### config.mk
export PLATFORM = sky130hd
export DESIGN_NAME = csr_regfile
export DESIGN_NICKNAME = d
export VERILOG_FILES = /design/src/rtl/csr_regfile.sv
export SDC_FILE = /design/constraint.sdc
export NUM_CORES = 1
export LEC_CHECK = 0
export CAP_MARGIN = 5
export CORE_AREA = 8 8 349 351
export DETAILED_ROUTE_END_ITERATION = 12
export DIE_AREA = 0 0 357 359
export PLACE_DENSITY = 0.36
export SKIP_CTS_REPAIR_TIMING = 1
export SKIP_LAST_GASP = 1
export SLEW_MARGIN = 20
export SYNTH_ARGS = -nofsm -noshare
export SYNTH_HDL_FRONTEND = slang
export SYNTH_SLANG_ARGS = --single-unit
### constraint.sdc
create_clock -name clock -period 1.3 [get_ports clock]
set_input_delay 0.13 -clock clock [delete_from_list [all_inputs] [get_ports clock]]
set_output_delay 0.13 -clock clock [all_outputs]
set_load 0.01 [all_outputs]
### src/rtl/csr_regfile.sv
// Machine-mode CSR storage (mepc, mcause, mtvec, mstatus, mie, mip) at the end of the
// writeback CSR bus, with MTIP tracking, a registered timer-interrupt request and hardware trap entry.
module csr_regfile #(
    parameter int              XLEN        = 64,
    parameter logic [XLEN-1:0] MSTATUS_RST = 64'h0000_000a_0000_1800
) (
    input  logic            clock,
    input  logic            reset,
    input  logic            wb_valid,
    input  logic [7:0]      wbcsren,
    input  logic [XLEN-1:0] wbmepc,
    input  logic [XLEN-1:0] wbmcause,
    input  logic [XLEN-1:0] wbmtvec,
    input  logic [XLEN-1:0] wbmstatus,
    input  logic [XLEN-1:0] wbmie,
    input  logic [XLEN-1:0] wbmip,
    input  logic            timer_irq,
    input  logic            irq_take,
    input  logic [XLEN-1:0] irq_pc,
    output logic [XLEN-1:0] mepc,
    output logic [XLEN-1:0] mcause,
    output logic [XLEN-1:0] mtvec,
    output logic [XLEN-1:0] mstatus,
    output logic [XLEN-1:0] mie,
    output logic [XLEN-1:0] mip,
    output logic            irq_req,
    output logic [XLEN-1:0] irq_vector
);

    localparam logic [XLEN-1:0] MCAUSE_MTI = {1'b1, {(XLEN-4){1'b0}}, 3'd7};

    typedef enum logic {IDLE, REQ} irq_state_e;

    irq_state_e      state_q, state_d;
    logic [XLEN-1:0] mepc_q, mepc_d;
    logic [XLEN-1:0] mcause_q, mcause_d;
    logic [XLEN-1:0] mtvec_q, mtvec_d;
    logic [XLEN-1:0] mstatus_q, mstatus_d;
    logic [XLEN-1:0] mie_q, mie_d;
    logic [XLEN-1:0] mip_q, mip_d;
    logic [5:0]      wr;
    logic            pend;
    logic            unused_rsvd;

    // Bits that are masked off or reserved and therefore never stored.
    assign unused_rsvd = ^{wbcsren[7:6], wbmepc[0], wbmtvec[1:0], irq_pc[0]};

    assign wr   = wbcsren[5:0] & {6{wb_valid}};
    assign pend = mstatus_q[3] & mie_q[7] & mip_q[7];

    always_comb begin
        mepc_d    = mepc_q;
        mcause_d  = mcause_q;
        mtvec_d   = mtvec_q;
        mstatus_d = mstatus_q;
        mie_d     = mie_q;
        mip_d     = mip_q;
        if (wr[0]) mepc_d    = {wbmepc[XLEN-1:1], 1'b0};
        if (wr[1]) mcause_d  = wbmcause;
        if (wr[2]) mtvec_d   = {wbmtvec[XLEN-1:2], 2'b00};
        if (wr[3]) mstatus_d = wbmstatus;
        if (wr[4]) mie_d     = wbmie;
        if (wr[5]) mip_d     = wbmip;
        mip_d[7] = timer_irq;
        // Trap entry overrides any same-cycle bus write to mepc/mcause/mstatus.
        if (irq_take) begin
            mepc_d             = {irq_pc[XLEN-1:1], 1'b0};
            mcause_d           = MCAUSE_MTI;
            mstatus_d          = mstatus_q;
            mstatus_d[7]       = mstatus_q[3];
            mstatus_d[3]       = 1'b0;
            mstatus_d[12:11]   = 2'b11;
        end
    end

    always_comb begin
        state_d = state_q;
        case (state_q)
            IDLE:    if (pend && !irq_take) state_d = REQ;
            REQ:     if (irq_take || !pend) state_d = IDLE;
            default: state_d = IDLE;
        endcase
    end

    always_ff @(posedge clock) begin
        if (reset) begin
            state_q   <= IDLE;
            mepc_q    <= '0;
            mcause_q  <= '0;
            mtvec_q   <= '0;
            mstatus_q <= MSTATUS_RST;
            mie_q     <= '0;
            mip_q     <= '0;
        end else begin
            state_q   <= state_d;
            mepc_q    <= mepc_d;
            mcause_q  <= mcause_d;
            mtvec_q   <= mtvec_d;
            mstatus_q <= mstatus_d;
            mie_q     <= mie_d;
            mip_q     <= mip_d;
        end
    end

    assign mepc       = mepc_q;
    assign mcause     = mcause_q;
    assign mtvec      = mtvec_q;
    assign mstatus    = mstatus_q;
    assign mie        = mie_q;
    assign mip        = mip_q;
    assign irq_req    = (state_q == REQ);
    assign irq_vector = {mtvec_q[XLEN-1:2], 2'b00};

endmodule

==> results.py <==
metrics = {
    "floorplanning": {
        "core_mm2": 0.117,
        "fp.dieW_um": 357,
        "rows": 126,
        "initial_core_util_pct": 15.7,
        "die_h_um": 359,
        "die_area_mm2": 0.128,
        "io_pins": 910,
    },
    "place": {
        "dpl_cell_area_mm2": 0.0288,
        "place_hpwl_um": 72500,
        "gp_congestion": 0.774,
        "portBuffers": 897,
        "place_worst_setup_slack_ns": -0.280,
    },
    "grt": {
        "grt_max_degree": 83,
        "antenna_found_initial": 30,
        "use_met3_pct": 5.36,
        "met2_usage_pct": 24.1,
        "grt_pass1_vias": 17800,
        "gr-usage-met1_pct": 14.7,
        "busiest_layer": "met2",
        "grt_pass1_wl_um": 131000,
        "grt_usage_pct": 13.6,
        "grt-ovfl-total": 0,
    },
    "pwr": {
        "power.density_mw_per_mm2": 1120,
        "ir_drop_uv": 975,
        "p_leak_nw": 11.5,
    },
    "cells_and_area": {
        "final_area_mm2": 0.0293,
        "final_net_count": 3108,
        "syn2layout_area_growth_pct": 59.9,
        "drive_above_1_share_pct": 38.0,
    },
    "clock_network": {
        "numCtsBuffers": 51,
        "cts.reportedPaths.clkPinSlew_ns": 0.06,
        "cts_tree": "done",
        "clkLatencyLatePin_ns": 0.60,
        "htreeDepth": 2,
        "cts.sink_count": 382,
        "cts_root_buffer": "clkbuf_16",
        "clk_path_buf_depth": 3,
    },
    "timing": {
        "hold_violations": 0,
        "relSlewSlack_pct": 62.9,
        "finalWorstSetupSlack_ns": -0.0367,
        "slew_viol_final": 0,
        "period_minus_slack_ns": 1.34,
        "setup_viol": 1,
        "fin_crit_sh_pct": 103,
        "tightest_slew_ns": 0.556,
        "rsz0062_at_grt": "true",
        "fmax_ghz": 0.748,
        "fin_skew_ns": 0.00921,
    },
    "critical_path": {
        "rrSetupSlack_ns": 0.31,
        "startpoint_type": "input pin",
        "path_max_fanout": 50,
        "worstSetupPathType": "in2reg",
        "endpoint_kind": "flip-flop",
        "worstPathRequired_ns": 1.76,
        "r2r-start": "mstatus[3]$_SDFFE_PP0P_",
        "cp.arrival_ns": 1.79,
        "rr_worst_depth": 3,
        "r2r-end": "irq_req$_SDFF_PP0_",
        "crit_slowest_cell": "dlygate4sd3_1",
        "cp_cell_sequence": "dlygate4sd3_1 > buf_6 > buf_12 > nor4bb_1 > buf_4 > a2111oi_2",
        "slowest_delay_ns": 0.56,
    },
    "min_path": {
        "worstHoldEndpoint": "mip[35]$_SDFFE_PP0P_",
        "hold_path.class": "in2reg",
        "hold-path-cell-count": 4,
        "hp-start": "wbcsren[5]",
    },
    "synth": {
        "synth_ff_type": "dfxtp_1",
        "synth_top_cell_by_area": "dfxtp_1",
        "synth_compound_area_share_pct": 29.8,
        "synth_top_family_by_area": "compound AO/OA/AOI/OAI gates",
        "synth_simple_gate_area_share_pct": 14.7,
        "synth-xor-area-share_pct": 0,
        "syn_area_mm2": 0.0183,
        "synthArstFlopShare_pct": 0,
        "netlist_instances": 1877,
        "synthAdderAreaFrac_pct": 0,
        "synth-seq-cells": 382,
        "yosysSeqAreaShare_pct": 41.7,
        "synth_area_leaders": "dfxtp_1 42%, a21bo_2 8.2%, nand3_1 6.9%",
        "synth_most_common_cell": "dfxtp_1",
        "synth_cell_types": 27,
        "ys_warn_count": 0,
        "synth.top_cell.area_share_pct": 41.7,
        "synth_edf_count": 0,
        "synth.top_cells.by_count": "382 x dfxtp_1, 251 x nand3_1, 200 x a21oi_1, 150 x a21bo_2, 116 x nand2b_1",
        "syn_area_per_cell_um2": 9.76,
        "synth_mux_area_share_pct": 3.28,
    },
    "routing": {
        "drtIter0Drc": 802,
        "viasPerCell": 4.08,
        "vias": 17300,
        "wl_per_cell_um": 22.0,
        "drc_errors": 0,
        "wirelength_um": 93100,
        "drt_first_pass_iters": 4,
        "drtAntennaViolNets": 0,
    },
    "run_status": {
        "failed_checks": "setup timing",
        "outcome": "finished, violations left",
    },
    "job": {
        "maxCapViolCount": 0,
    },
}
[worst max-delay path, delay by kind of cell]
family,cells,cell delay (ns)
and+or+nand+nor,1,0.48
buffers and inverters,4,1.11
AOI/OAI and AO/OA,1,0.03
[how the worst max path moves through the flow]
stage,slack (ns),startpoint,cells after the start,to
after floorplan,0.23,wbcsren[0],5,mepc[10]$_SDFFE_PP0P_
after global placement,-0.26,wbcsren[3],4,mstatus[35]$_SDFFE_PP1P_
after detailed placement,-0.28,wbcsren[3],4,mstatus[29]$_SDFFE_PP0P_
after CTS,-0.62,mtvec[13]$_SDFFE_PP0P_,1,mtvec[13]
after global routing,-0.08,mtvec[10]$_SDFFE_PP0P_,1,mtvec[10]
final,-0.04,irq_take,6,mepc[4]$_SDFFE_PP0P_
[layer usage]
layer	vias to the layer above	share of wire [%]	wire, µm
met5	-	0.11	105
li1	8237	-	-
met4	14	2.8	2580
met2	573	50	46500
met1	8335	38	35500
met3	119	9.1	8430
[through the flow]
step                      TNS, ns  util, %  cells  hold slack (ns)  power (mW)
after floorplan                 0        -   1881            0.258        15.4
after global placement     -14.00     24.7   4126            0.422        18.9
after detailed placement   -15.29     24.7   4126            0.440        19.0
after CTS                 -196.71     26.1   4218           -0.247        33.9
after global routing       -0.274     25.1   4233           0.0143        34.3
final                     -0.0367     25.1   4238           0.0482        32.7
[power by group]
part / switching (mW) / total [mW] / internal [mW]
Sequential: 0.371 / 12.6 / 12.3
Clock: 5.86 / 14.4 / 8.55
Combinational: 2.61 / 5.64 / 3.03
Total: 8.84 / 32.7 / 23.8
[registers in the layout, indices dropped and copies added, names as in the netlist]
register	count
irq_req	1
mcause	64
mepc	63
mie	64
mip	64
mstatus	64
mtvec	62
[cells in the final DEF (no fill, tap or decap), types with 9 or more instances in the layout]
| cell type | n |
|---|---|
| nor2_1 | 9 |
| buf_12 | 40 |
| buf_6 | 71 |
| a211oi_1 | 68 |
| inv_1 | 64 |
| dfxtp_4 | 31 |
| clkbuf_2 | 209 |
| a21oi_1 | 200 |
| diode_2 | 16 |
| clkdlybuf4s50_1 | 445 |
| mux2i_1 | 60 |
| nor4bb_1 | 64 |
| buf_2 | 60 |
| clkbuf_16 | 53 |
| dfxtp_2 | 100 |
| dfxtp_1 | 251 |
| a21bo_2 | 150 |
| nand3_1 | 251 |
| clkbuf_1 | 13 |
| a21bo_1 | 100 |
| a2111oi_2 | 64 |
| clkinv_2 | 15 |
| a21oi_2 | 50 |
| buf_4 | 163 |
| nand2b_1 | 116 |
[logic make-up (layout without fill, tap and decap cells)]
logic type             after synthesis  after routing
AO/OA/AOI/OAI                      638            638
AND/OR/NAND/NOR                    446            446
flip-flops                         382            382
buffers and inverters              350           1155
multiplexers                        60             60
other                                1             21
[layout make-up]
| cell class | instances | area (µm²) |
|---|---|---|
| Tap cell | 1536 | 1920 |
| Inverter | 64 | 240 |
| Clock buffer | 72 | 1460 |
| Multi-Input combinational cell | 1149 | 8780 |
| Timing Repair Buffer | 999 | 8760 |
| Fill cell | 12700 | 87400 |
| Sequential cell | 382 | 7890 |
| Antenna cell | 16 | 40.0 |
| Clock inverter | 20 | 203 |
No activity file was read; power rests on OpenSTA's default activity.
